<file path="src/rtl/parser_pkg.sv">
// ============================================================================
// parser_pkg : message type encoding shared by the UART RX parser and dispatcher
// Revision   : 1.0
// ============================================================================
`default_nettype none

package parser_pkg;

  typedef enum logic [2:0] {
    MSG_NONE       = 3'd0,
    MSG_REG_WRITE  = 3'd1,
    MSG_PIXEL      = 3'd2,
    MSG_BURST_HDR  = 3'd3,
    MSG_BURST_DATA = 3'd4,
    MSG_STATUS     = 3'd5
  } msg_type_e;

endpackage

`default_nettype wire

</file>
<file path="src/rtl/uart_msg_dispatcher_if.sv">
// ============================================================================
// uart_msg_dispatcher_if : RX message, RGF write and pixel stream bundle
// Revision               : 1.0
// ============================================================================
`default_nettype none

interface uart_msg_dispatcher_if;
  import parser_pkg::*;

  logic        sys_data_available;
  logic        sys_valid_msg;
  msg_type_e   sys_classified_type;
  logic [7:0]  sys_parsed_addr;
  logic [15:0] sys_parsed_offset_addr;
  logic [15:0] sys_parsed_data_high;
  logic [15:0] sys_parsed_data_low;
  logic [31:0] sys_parsed_height;
  logic [31:0] sys_parsed_width;
  logic [7:0]  sys_pixel_r;
  logic [7:0]  sys_pixel_g;
  logic [7:0]  sys_pixel_b;
  logic [31:0] sys_burst_red;
  logic [31:0] sys_burst_green;
  logic [31:0] sys_burst_blue;
  logic        sys_seq_ready;
  logic        sys_burst_done;
  logic        rgf_wr_en;
  logic [7:0]  rgf_addr;
  logic [15:0] rgf_offset;
  logic [31:0] rgf_wdata;
  logic        rgf_ready;
  logic        pix_valid;
  logic [7:0]  pix_r;
  logic [7:0]  pix_g;
  logic [7:0]  pix_b;
  logic        pix_last;
  logic        pix_ready;
  logic        burst_active;
  logic        err_pulse;

  // Master: RX side and sinks (drives messages and ready inputs)
  modport master (
    output sys_data_available, sys_valid_msg, sys_classified_type,
           sys_parsed_addr, sys_parsed_offset_addr, sys_parsed_data_high,
           sys_parsed_data_low, sys_parsed_height, sys_parsed_width,
           sys_pixel_r, sys_pixel_g, sys_pixel_b,
           sys_burst_red, sys_burst_green, sys_burst_blue,
           rgf_ready, pix_ready,
    input  sys_seq_ready, sys_burst_done, rgf_wr_en, rgf_addr, rgf_offset,
           rgf_wdata, pix_valid, pix_r, pix_g, pix_b, pix_last,
           burst_active, err_pulse
  );

  modport slave (
    input  sys_data_available, sys_valid_msg, sys_classified_type,
           sys_parsed_addr, sys_parsed_offset_addr, sys_parsed_data_high,
           sys_parsed_data_low, sys_parsed_height, sys_parsed_width,
           sys_pixel_r, sys_pixel_g, sys_pixel_b,
           sys_burst_red, sys_burst_green, sys_burst_blue,
           rgf_ready, pix_ready,
    output sys_seq_ready, sys_burst_done, rgf_wr_en, rgf_addr, rgf_offset,
           rgf_wdata, pix_valid, pix_r, pix_g, pix_b, pix_last,
           burst_active, err_pulse
  );

endinterface

`default_nettype wire

</file>
<file path="src/rtl/uart_msg_dispatcher.sv">
// ============================================================================
// uart_msg_dispatcher : sequences synchronized RX messages to RGF/pixel sinks
// Revision            : 1.0
// ============================================================================
`default_nettype none

module uart_msg_dispatcher
  import parser_pkg::*;
#(
  parameter logic [31:0] MAX_PIXELS = 32'd921600,
  parameter int          DONE_HOLD  = 4
) (
  input  logic                    clk_sys,
  input  logic                    rst_sys,
  uart_msg_dispatcher_if.slave    bus
);

  localparam int             CW        = $clog2(DONE_HOLD + 1);
  localparam logic [CW-1:0]  DONE_LOAD = CW'(DONE_HOLD);

  typedef enum logic [2:0] {
    ST_IDLE         = 3'd0,
    ST_RGF_WR       = 3'd1,
    ST_PIX_WR       = 3'd2,
    ST_BURST_UNPACK = 3'd3,
    ST_ACK          = 3'd4
  } state_e;

  state_e         state_q, state_d;
  logic           seq_ready_q, seq_ready_d;
  logic           burst_done_q, burst_done_d;
  logic           rgf_wr_en_q, rgf_wr_en_d;
  logic [7:0]     rgf_addr_q, rgf_addr_d;
  logic [15:0]    rgf_offset_q, rgf_offset_d;
  logic [31:0]    rgf_wdata_q, rgf_wdata_d;
  logic           pix_valid_q, pix_valid_d;
  logic [7:0]     pix_r_q, pix_r_d, pix_g_q, pix_g_d, pix_b_q, pix_b_d;
  logic           pix_last_q, pix_last_d;
  logic           burst_active_q, burst_active_d;
  logic           err_q, err_d;
  logic [31:0]    remaining_q, remaining_d;
  logic [1:0]     lane_q, lane_d;
  logic [CW-1:0]  done_cnt_q, done_cnt_d;
  logic [31:0]    red_q, red_d, green_q, green_d, blue_q, blue_d;
  logic [63:0]    size64;

  function automatic logic [7:0] lane_byte(input logic [31:0] w, input logic [1:0] k);
    logic [31:0] s;
    s = w >> {k, 3'b000};
    return s[7:0];
  endfunction

  always_comb begin
    state_d        = state_q;
    seq_ready_d    = seq_ready_q;
    burst_done_d   = burst_done_q;
    rgf_wr_en_d    = rgf_wr_en_q;
    rgf_addr_d     = rgf_addr_q;
    rgf_offset_d   = rgf_offset_q;
    rgf_wdata_d    = rgf_wdata_q;
    pix_valid_d    = pix_valid_q;
    pix_r_d        = pix_r_q;
    pix_g_d        = pix_g_q;
    pix_b_d        = pix_b_q;
    pix_last_d     = pix_last_q;
    burst_active_d = burst_active_q;
    err_d          = 1'b0;
    remaining_d    = remaining_q;
    lane_d         = lane_q;
    done_cnt_d     = done_cnt_q;
    red_d          = red_q;
    green_d        = green_q;
    blue_d         = blue_q;
    size64         = {32'd0, bus.sys_parsed_height} * {32'd0, bus.sys_parsed_width};

    // The done hold runs independently of message sequencing
    if (done_cnt_q != '0) begin
      done_cnt_d   = done_cnt_q - 1'b1;
      burst_done_d = (done_cnt_q != 1);
    end

    case (state_q)
      ST_IDLE: begin
        if (bus.sys_data_available) begin
          red_d        = bus.sys_burst_red;
          green_d      = bus.sys_burst_green;
          blue_d       = bus.sys_burst_blue;
          rgf_addr_d   = bus.sys_parsed_addr;
          rgf_offset_d = bus.sys_parsed_offset_addr;
          rgf_wdata_d  = {bus.sys_parsed_data_high, bus.sys_parsed_data_low};
          pix_r_d      = bus.sys_pixel_r;
          pix_g_d      = bus.sys_pixel_g;
          pix_b_d      = bus.sys_pixel_b;
          state_d      = ST_ACK;
          seq_ready_d  = 1'b1;
          if (!bus.sys_valid_msg) begin
            err_d = 1'b1;
          end else begin
            case (bus.sys_classified_type)
              MSG_REG_WRITE: begin
                state_d     = ST_RGF_WR;
                seq_ready_d = 1'b0;
                rgf_wr_en_d = 1'b1;
              end
              MSG_PIXEL: begin
                state_d     = ST_PIX_WR;
                seq_ready_d = 1'b0;
                pix_valid_d = 1'b1;
                pix_last_d  = 1'b0;
              end
              MSG_BURST_HDR: begin
                if ((size64[63:32] != 32'd0) || (size64[31:0] == 32'd0) ||
                    (size64[31:0] > MAX_PIXELS)) begin
                  err_d = 1'b1;
                end else begin
                  err_d          = burst_active_q;
                  remaining_d    = size64[31:0];
                  burst_active_d = 1'b1;
                end
              end
              MSG_BURST_DATA: begin
                if (burst_active_q) begin
                  state_d     = ST_BURST_UNPACK;
                  seq_ready_d = 1'b0;
                  lane_d      = 2'd0;
                  pix_valid_d = 1'b1;
                  pix_r_d     = bus.sys_burst_red[7:0];
                  pix_g_d     = bus.sys_burst_green[7:0];
                  pix_b_d     = bus.sys_burst_blue[7:0];
                  pix_last_d  = (remaining_q == 32'd1);
                end else begin
                  err_d = 1'b1;
                end
              end
              default: ;
            endcase
          end
        end
      end

      ST_RGF_WR: begin
        if (bus.rgf_ready) begin
          rgf_wr_en_d = 1'b0;
          seq_ready_d = 1'b1;
          state_d     = ST_ACK;
        end
      end

      ST_PIX_WR: begin
        if (bus.pix_ready) begin
          pix_valid_d = 1'b0;
          seq_ready_d = 1'b1;
          state_d     = ST_ACK;
        end
      end

      ST_BURST_UNPACK: begin
        if (bus.pix_ready) begin
          remaining_d = (remaining_q != 32'd0) ? remaining_q - 32'd1 : 32'd0;
          lane_d      = lane_q + 2'd1;
          if (remaining_q == 32'd1) begin
            burst_active_d = 1'b0;
            done_cnt_d     = DONE_LOAD;
            burst_done_d   = 1'b1;
          end
          // Spare lanes of a short final word are simply never emitted
          if ((lane_q == 2'd3) || (remaining_q <= 32'd1)) begin
            pix_valid_d = 1'b0;
            pix_last_d  = 1'b0;
            seq_ready_d = 1'b1;
            state_d     = ST_ACK;
          end else begin
            pix_r_d    = lane_byte(red_q, lane_q + 2'd1);
            pix_g_d    = lane_byte(green_q, lane_q + 2'd1);
            pix_b_d    = lane_byte(blue_q, lane_q + 2'd1);
            pix_last_d = (remaining_q == 32'd2);
          end
        end
      end

      ST_ACK: begin
        if (!bus.sys_data_available) begin
          seq_ready_d = 1'b0;
          state_d     = ST_IDLE;
        end
      end

      default: state_d = ST_IDLE;
    endcase
  end

  always_ff @(posedge clk_sys) begin
    if (rst_sys) begin
      state_q        <= ST_IDLE;
      seq_ready_q    <= 1'b0;
      burst_done_q   <= 1'b0;
      rgf_wr_en_q    <= 1'b0;
      rgf_addr_q     <= '0;
      rgf_offset_q   <= '0;
      rgf_wdata_q    <= '0;
      pix_valid_q    <= 1'b0;
      pix_r_q        <= '0;
      pix_g_q        <= '0;
      pix_b_q        <= '0;
      pix_last_q     <= 1'b0;
      burst_active_q <= 1'b0;
      err_q          <= 1'b0;
      remaining_q    <= '0;
      lane_q         <= '0;
      done_cnt_q     <= '0;
      red_q          <= '0;
      green_q        <= '0;
      blue_q         <= '0;
    end else begin
      state_q        <= state_d;
      seq_ready_q    <= seq_ready_d;
      burst_done_q   <= burst_done_d;
      rgf_wr_en_q    <= rgf_wr_en_d;
      rgf_addr_q     <= rgf_addr_d;
      rgf_offset_q   <= rgf_offset_d;
      rgf_wdata_q    <= rgf_wdata_d;
      pix_valid_q    <= pix_valid_d;
      pix_r_q        <= pix_r_d;
      pix_g_q        <= pix_g_d;
      pix_b_q        <= pix_b_d;
      pix_last_q     <= pix_last_d;
      burst_active_q <= burst_active_d;
      err_q          <= err_d;
      remaining_q    <= remaining_d;
      lane_q         <= lane_d;
      done_cnt_q     <= done_cnt_d;
      red_q          <= red_d;
      green_q        <= green_d;
      blue_q         <= blue_d;
    end
  end

  assign bus.sys_seq_ready  = seq_ready_q;
  assign bus.sys_burst_done = burst_done_q;
  assign bus.rgf_wr_en      = rgf_wr_en_q;
  assign bus.rgf_addr       = rgf_addr_q;
  assign bus.rgf_offset     = rgf_offset_q;
  assign bus.rgf_wdata      = rgf_wdata_q;
  assign bus.pix_valid      = pix_valid_q;
  assign bus.pix_r          = pix_r_q;
  assign bus.pix_g          = pix_g_q;
  assign bus.pix_b          = pix_b_q;
  assign bus.pix_last       = pix_last_q;
  assign bus.burst_active   = burst_active_q;
  assign bus.err_pulse      = err_q;

endmodule

`default_nettype wire
</file>
<file path="src/flat_wrapper.sv">
// flat-port wrapper written by rule: the top's interface ports become plain ports
module uart_msg_dispatcher_flat import parser_pkg::*;
#(
  parameter logic [31:0] MAX_PIXELS = 32'd921600,
  parameter int          DONE_HOLD  = 4
)
  (clk_sys, rst_sys, bus_sys_data_available, bus_sys_valid_msg, bus_sys_classified_type, bus_sys_parsed_addr, bus_sys_parsed_offset_addr, bus_sys_parsed_data_high, bus_sys_parsed_data_low, bus_sys_parsed_height, bus_sys_parsed_width, bus_sys_pixel_r, bus_sys_pixel_g, bus_sys_pixel_b, bus_sys_burst_red, bus_sys_burst_green, bus_sys_burst_blue, bus_rgf_ready, bus_pix_ready, bus_sys_seq_ready, bus_sys_burst_done, bus_rgf_wr_en, bus_rgf_addr, bus_rgf_offset, bus_rgf_wdata, bus_pix_valid, bus_pix_r, bus_pix_g, bus_pix_b, bus_pix_last, bus_burst_active, bus_err_pulse);
  uart_msg_dispatcher_if bus_i ();
  input  logic clk_sys;
  input  logic rst_sys;
  input wire logic [$bits(bus_i.sys_data_available)-1:0] bus_sys_data_available;
  input wire logic [$bits(bus_i.sys_valid_msg)-1:0] bus_sys_valid_msg;
  input wire logic [$bits(bus_i.sys_classified_type)-1:0] bus_sys_classified_type;
  input wire logic [$bits(bus_i.sys_parsed_addr)-1:0] bus_sys_parsed_addr;
  input wire logic [$bits(bus_i.sys_parsed_offset_addr)-1:0] bus_sys_parsed_offset_addr;
  input wire logic [$bits(bus_i.sys_parsed_data_high)-1:0] bus_sys_parsed_data_high;
  input wire logic [$bits(bus_i.sys_parsed_data_low)-1:0] bus_sys_parsed_data_low;
  input wire logic [$bits(bus_i.sys_parsed_height)-1:0] bus_sys_parsed_height;
  input wire logic [$bits(bus_i.sys_parsed_width)-1:0] bus_sys_parsed_width;
  input wire logic [$bits(bus_i.sys_pixel_r)-1:0] bus_sys_pixel_r;
  input wire logic [$bits(bus_i.sys_pixel_g)-1:0] bus_sys_pixel_g;
  input wire logic [$bits(bus_i.sys_pixel_b)-1:0] bus_sys_pixel_b;
  input wire logic [$bits(bus_i.sys_burst_red)-1:0] bus_sys_burst_red;
  input wire logic [$bits(bus_i.sys_burst_green)-1:0] bus_sys_burst_green;
  input wire logic [$bits(bus_i.sys_burst_blue)-1:0] bus_sys_burst_blue;
  input wire logic [$bits(bus_i.rgf_ready)-1:0] bus_rgf_ready;
  input wire logic [$bits(bus_i.pix_ready)-1:0] bus_pix_ready;
  output wire logic [$bits(bus_i.sys_seq_ready)-1:0] bus_sys_seq_ready;
  output wire logic [$bits(bus_i.sys_burst_done)-1:0] bus_sys_burst_done;
  output wire logic [$bits(bus_i.rgf_wr_en)-1:0] bus_rgf_wr_en;
  output wire logic [$bits(bus_i.rgf_addr)-1:0] bus_rgf_addr;
  output wire logic [$bits(bus_i.rgf_offset)-1:0] bus_rgf_offset;
  output wire logic [$bits(bus_i.rgf_wdata)-1:0] bus_rgf_wdata;
  output wire logic [$bits(bus_i.pix_valid)-1:0] bus_pix_valid;
  output wire logic [$bits(bus_i.pix_r)-1:0] bus_pix_r;
  output wire logic [$bits(bus_i.pix_g)-1:0] bus_pix_g;
  output wire logic [$bits(bus_i.pix_b)-1:0] bus_pix_b;
  output wire logic [$bits(bus_i.pix_last)-1:0] bus_pix_last;
  output wire logic [$bits(bus_i.burst_active)-1:0] bus_burst_active;
  output wire logic [$bits(bus_i.err_pulse)-1:0] bus_err_pulse;
  assign bus_i.sys_data_available = bus_sys_data_available;
  assign bus_i.sys_valid_msg = bus_sys_valid_msg;
  assign bus_i.sys_classified_type = bus_sys_classified_type;
  assign bus_i.sys_parsed_addr = bus_sys_parsed_addr;
  assign bus_i.sys_parsed_offset_addr = bus_sys_parsed_offset_addr;
  assign bus_i.sys_parsed_data_high = bus_sys_parsed_data_high;
  assign bus_i.sys_parsed_data_low = bus_sys_parsed_data_low;
  assign bus_i.sys_parsed_height = bus_sys_parsed_height;
  assign bus_i.sys_parsed_width = bus_sys_parsed_width;
  assign bus_i.sys_pixel_r = bus_sys_pixel_r;
  assign bus_i.sys_pixel_g = bus_sys_pixel_g;
  assign bus_i.sys_pixel_b = bus_sys_pixel_b;
  assign bus_i.sys_burst_red = bus_sys_burst_red;
  assign bus_i.sys_burst_green = bus_sys_burst_green;
  assign bus_i.sys_burst_blue = bus_sys_burst_blue;
  assign bus_i.rgf_ready = bus_rgf_ready;
  assign bus_i.pix_ready = bus_pix_ready;
  assign bus_sys_seq_ready = bus_i.sys_seq_ready;
  assign bus_sys_burst_done = bus_i.sys_burst_done;
  assign bus_rgf_wr_en = bus_i.rgf_wr_en;
  assign bus_rgf_addr = bus_i.rgf_addr;
  assign bus_rgf_offset = bus_i.rgf_offset;
  assign bus_rgf_wdata = bus_i.rgf_wdata;
  assign bus_pix_valid = bus_i.pix_valid;
  assign bus_pix_r = bus_i.pix_r;
  assign bus_pix_g = bus_i.pix_g;
  assign bus_pix_b = bus_i.pix_b;
  assign bus_pix_last = bus_i.pix_last;
  assign bus_burst_active = bus_i.burst_active;
  assign bus_err_pulse = bus_i.err_pulse;
  uart_msg_dispatcher #(.MAX_PIXELS(MAX_PIXELS), .DONE_HOLD(DONE_HOLD)) u_core (.clk_sys(clk_sys), .rst_sys(rst_sys), .bus(bus_i));
endmodule
</file>
<file path="config.mk">
export PLATFORM = sky130hd
export DESIGN_NAME = uart_msg_dispatcher_flat
export DESIGN_NICKNAME = d
export VERILOG_FILES = /design/src/rtl/parser_pkg.sv /design/src/rtl/uart_msg_dispatcher_if.sv /design/src/rtl/uart_msg_dispatcher.sv /design/src/flat_wrapper.sv
export SDC_FILE = /design/constraint.sdc
export NUM_CORES = 2
export LEC_CHECK = 0
export CORE_MARGIN = 2
export CORE_UTILIZATION = 35
export CTS_BUF_LIST = sky130_fd_sc_hd__clkbuf_16
export DETAILED_ROUTE_END_ITERATION = 6
export PLACE_DENSITY = 0.5
export REMOVE_ABC_BUFFERS = 1
export SLEW_MARGIN = 40
export SYNTH_ARGS = -nofsm -noshare
export SYNTH_HDL_FRONTEND = slang
export SYNTH_SLANG_ARGS = --single-unit
</file>
<file path="constraint.sdc">
create_clock -name clk_sys -period 11.9 [get_ports clk_sys]
set_input_delay 2.38 -clock clk_sys [delete_from_list [all_inputs] [get_ports clk_sys]]
set_output_delay 2.38 -clock clk_sys [all_outputs]
set_load 0.03 [all_outputs]
</file>
==> reports/results.txt <==
Status = finished, final reports clean
Pin count of the biggest net entering global routing = 97
CTS tree = built
Slew Limit Headroom = 48.3%
Core Rows = 130
CTS Buf Count = 25
Global-route wire length before repair = 217000 um
Fin. max-slew vios = 0
EDFF count, synth = 0
Post-CTS Setup Inserts = 0
F_max = 0.0887 GHz
Synthesized instance count = 5075
Mean Syn Cell Area = 8.74 um^2
Die width = 360 um
GRT overflow = 0
CP Data Arrival Time = 11.69 ns
DR WL/cell = 19.1 um
Total die area = 0.130 mm^2
Share of cells above drive strength 1 = 5.24%
Initial Util = 35.3%
CTS Root Cell = clkbuf_16
Dpl cell area = 0.0505 mm^2
Hold slack = 0.450 ns
Detailed-route via count = 35000
Seq/Total Area, Yosys = 10.1%
H-tree levels = 1
Detailed Place HPWL = 109000 um
Final antenna-violating net count = 0
Worst setup margin = 0.623 ns
Most frequent cells in the layout = 896 x fa_1, 844 x nand2_1, 780 x inv_1
Avg Vias per Cell = 5.03
Fin. Hold Viols = 0
Routability cong. = 0.925
Slew @ Worst Pin = 0.776 ns
Final net count = 6698
Met1 usage in global routing = 27.2%
Min Clock Period, post-route = 11.28 ns
CP delay by family, top = adder cells
Port Buffer Count = 335
CP startpoint kind = input pin
Min-Delay Path Class = reg2reg
Final Cycle Share = 94.8%
Setup Viol. Count Final = 0
IO Pins = 336
Residual DRC = 0
Crit Path Category = in2reg
Max Cap Viol = 0
Fin Setup TNS = 0 ns
Flops & latches, synth = 223
Max stage delay cell, worst path = or4_4
Global Route met2 Usage = 36.4%
Cts repair resizes = 0
Synth-to-layout area growth = 15.6%
GR peak layer = met2
Layout Skew = 0.0137 ns
Clock latency on the worst-skew pair = 0.56 ns
Unrepaired setup endpoints after global routing = no
Async set or reset register ratio after synthesis = 0%
Crit path buf inv count = 9
Synth Warn # = 0
Place WS = 0.0854 ns
Clk slew on worst S/H paths = 0.06 ns
Die H = 360 um
Crit-path max FO = 32
Clock buffer depth = 3
Met3 usage = 4.05%
Synth unique cells = 86
Hold Buf Count CTS = 0
Mapped cell area = 0.0444 mm^2
CP endpoint kind = flop
Fin area = 0.0513 mm^2
Commonest non-fill, non-tap cell in the layout = fa_1
Via count of the first global-routing pass = 38500
Core area = 0.126 mm^2
Gr usage total = 20.9%
Most common cell on crit path = fa_1
Initial antenna violation count = 16
Sink Count = 223
Initial DRC count = 1755
Drt first pass iters = 5
Worst path max stage delay = 0.57 ns
Drt total wl = 133000 um
Fillers = 12800
Post-synth top flop = dfxtp_1
CP Data Required Time = 12.32 ns
## cells by family (layout without fill, tap and decap cells)
kind of cell / after synthesis / after routing / share of synthesized area (%)
AOI/OAI and AO/OA: 592 / 592 / 8.39
adders and majority gates: 1167 / 1167 / 48.1
xor gates and xnor gates: 46 / 46 / 0.908
DFF: 223 / 223 / 10.1
buffers and inverters: 1105 / 1331 / 9.47
muxes: 87 / 87 / 2.65
other: 0 / 8 / 0
and+or+nand+nor: 1855 / 1855 / 20.4
## sequential cells by signal (all words and copies together), names as in the netlist, 16 cells and up
| signal | flops |
|---|---|
| u_core.blue_q | 32 |
| u_core.bus.rgf_wdata | 32 |
| u_core.green_q | 32 |
| u_core.red_q | 32 |
| u_core.remaining_q | 32 |
| u_core.bus.rgf_offset | 16 |
## metrics by stage
step / util [%] / std cells
finish: 40.8 / 6959
global route: 40.8 / 6955
CTS: 40.7 / 6951
detailed placement: 40.1 / 6905
global placement: 40.1 / 6905
floorplan: - / 4747
## Yosys cell counts, types with 10 or more instances
master | count | area (um^2)
buf_2 | 19 | 95.1
ha_1 | 271 | 3390
nand3_1 | 38 | 190
nand4_1 | 39 | 244
a211oi_1 | 42 | 315
a21o_1 | 17 | 128
nand2_1 | 845 | 3170
fa_1 | 896 | 17900
and2_1 | 625 | 3910
and3_1 | 11 | 68.8
nor2_1 | 169 | 634
o221ai_1 | 10 | 87.6
o211ai_1 | 10 | 75.1
a21oi_1 | 282 | 1410
or3_1 | 15 | 93.8
xnor2_1 | 29 | 254
o21ai_1 | 12 | 60.1
nor4_1 | 14 | 87.6
xor2_1 | 17 | 149
dfxtp_1 | 223 | 4460
nor3_1 | 41 | 205
clkbuf_1 | 298 | 1120
o21a_1 | 25 | 188
o21ai_0 | 67 | 335
a31oi_1 | 15 | 93.8
mux4_2 | 24 | 541
mux2i_1 | 61 | 611
o31ai_1 | 11 | 82.6
inv_1 | 777 | 2920
## tightest hold or removal path: cells and delay by family (launching register included)
| kind | cells | cell delay [ns] |
|---|---|---|
| and+or+nand+nor | 1 | 0.05 |
| AOI/OAI and AO/OA | 1 | 0.05 |
| DFF | 1 | 0.31 |
## routing by layer
metal | share of wire, % | vias to the layer above
met5 | 0.066 | -
met4 | 1.7 | 14
met3 | 5.8 | 150
met2 | 49 | 759
met1 | 44 | 17900
li1 | - | 16200
## path summary, 6_finish.rpt
check / start / end / slack (ns) / depth (start not counted)
worst max-delay path: bus_sys_parsed_height[10] / u_core.remaining_q[2] / 0.62 / 31
worst min-delay path: u_core.green_q[16] / u_core.green_q[16] / 0.45 / 2
worst max register to register: u_core.remaining_q[19] / u_core.bus.pix_b[7] / 8.49 / 10
worst min register to register: u_core.green_q[16] / u_core.green_q[16] / 0.45 / 2
## final cells by class
type / count / area (um^2) / area share (%)
Multi-Input combinational cell: 3747 / 35800 / 69.8
Timing Repair Buffer: 508 / 5260 / 10.3
Sequential cell: 223 / 4470 / 8.71
Inverter: 777 / 2920 / 5.69
Tap cell: 1650 / 2060 / 4.03
Clock buffer: 25 / 626 / 1.22
Clock inverter: 21 / 151 / 0.295
Antenna cell: 8 / 20.0 / 0.0391
Power is not shown: default switching activity piles up to over one toggle a cycle in this logic, so the estimate is an artifact.
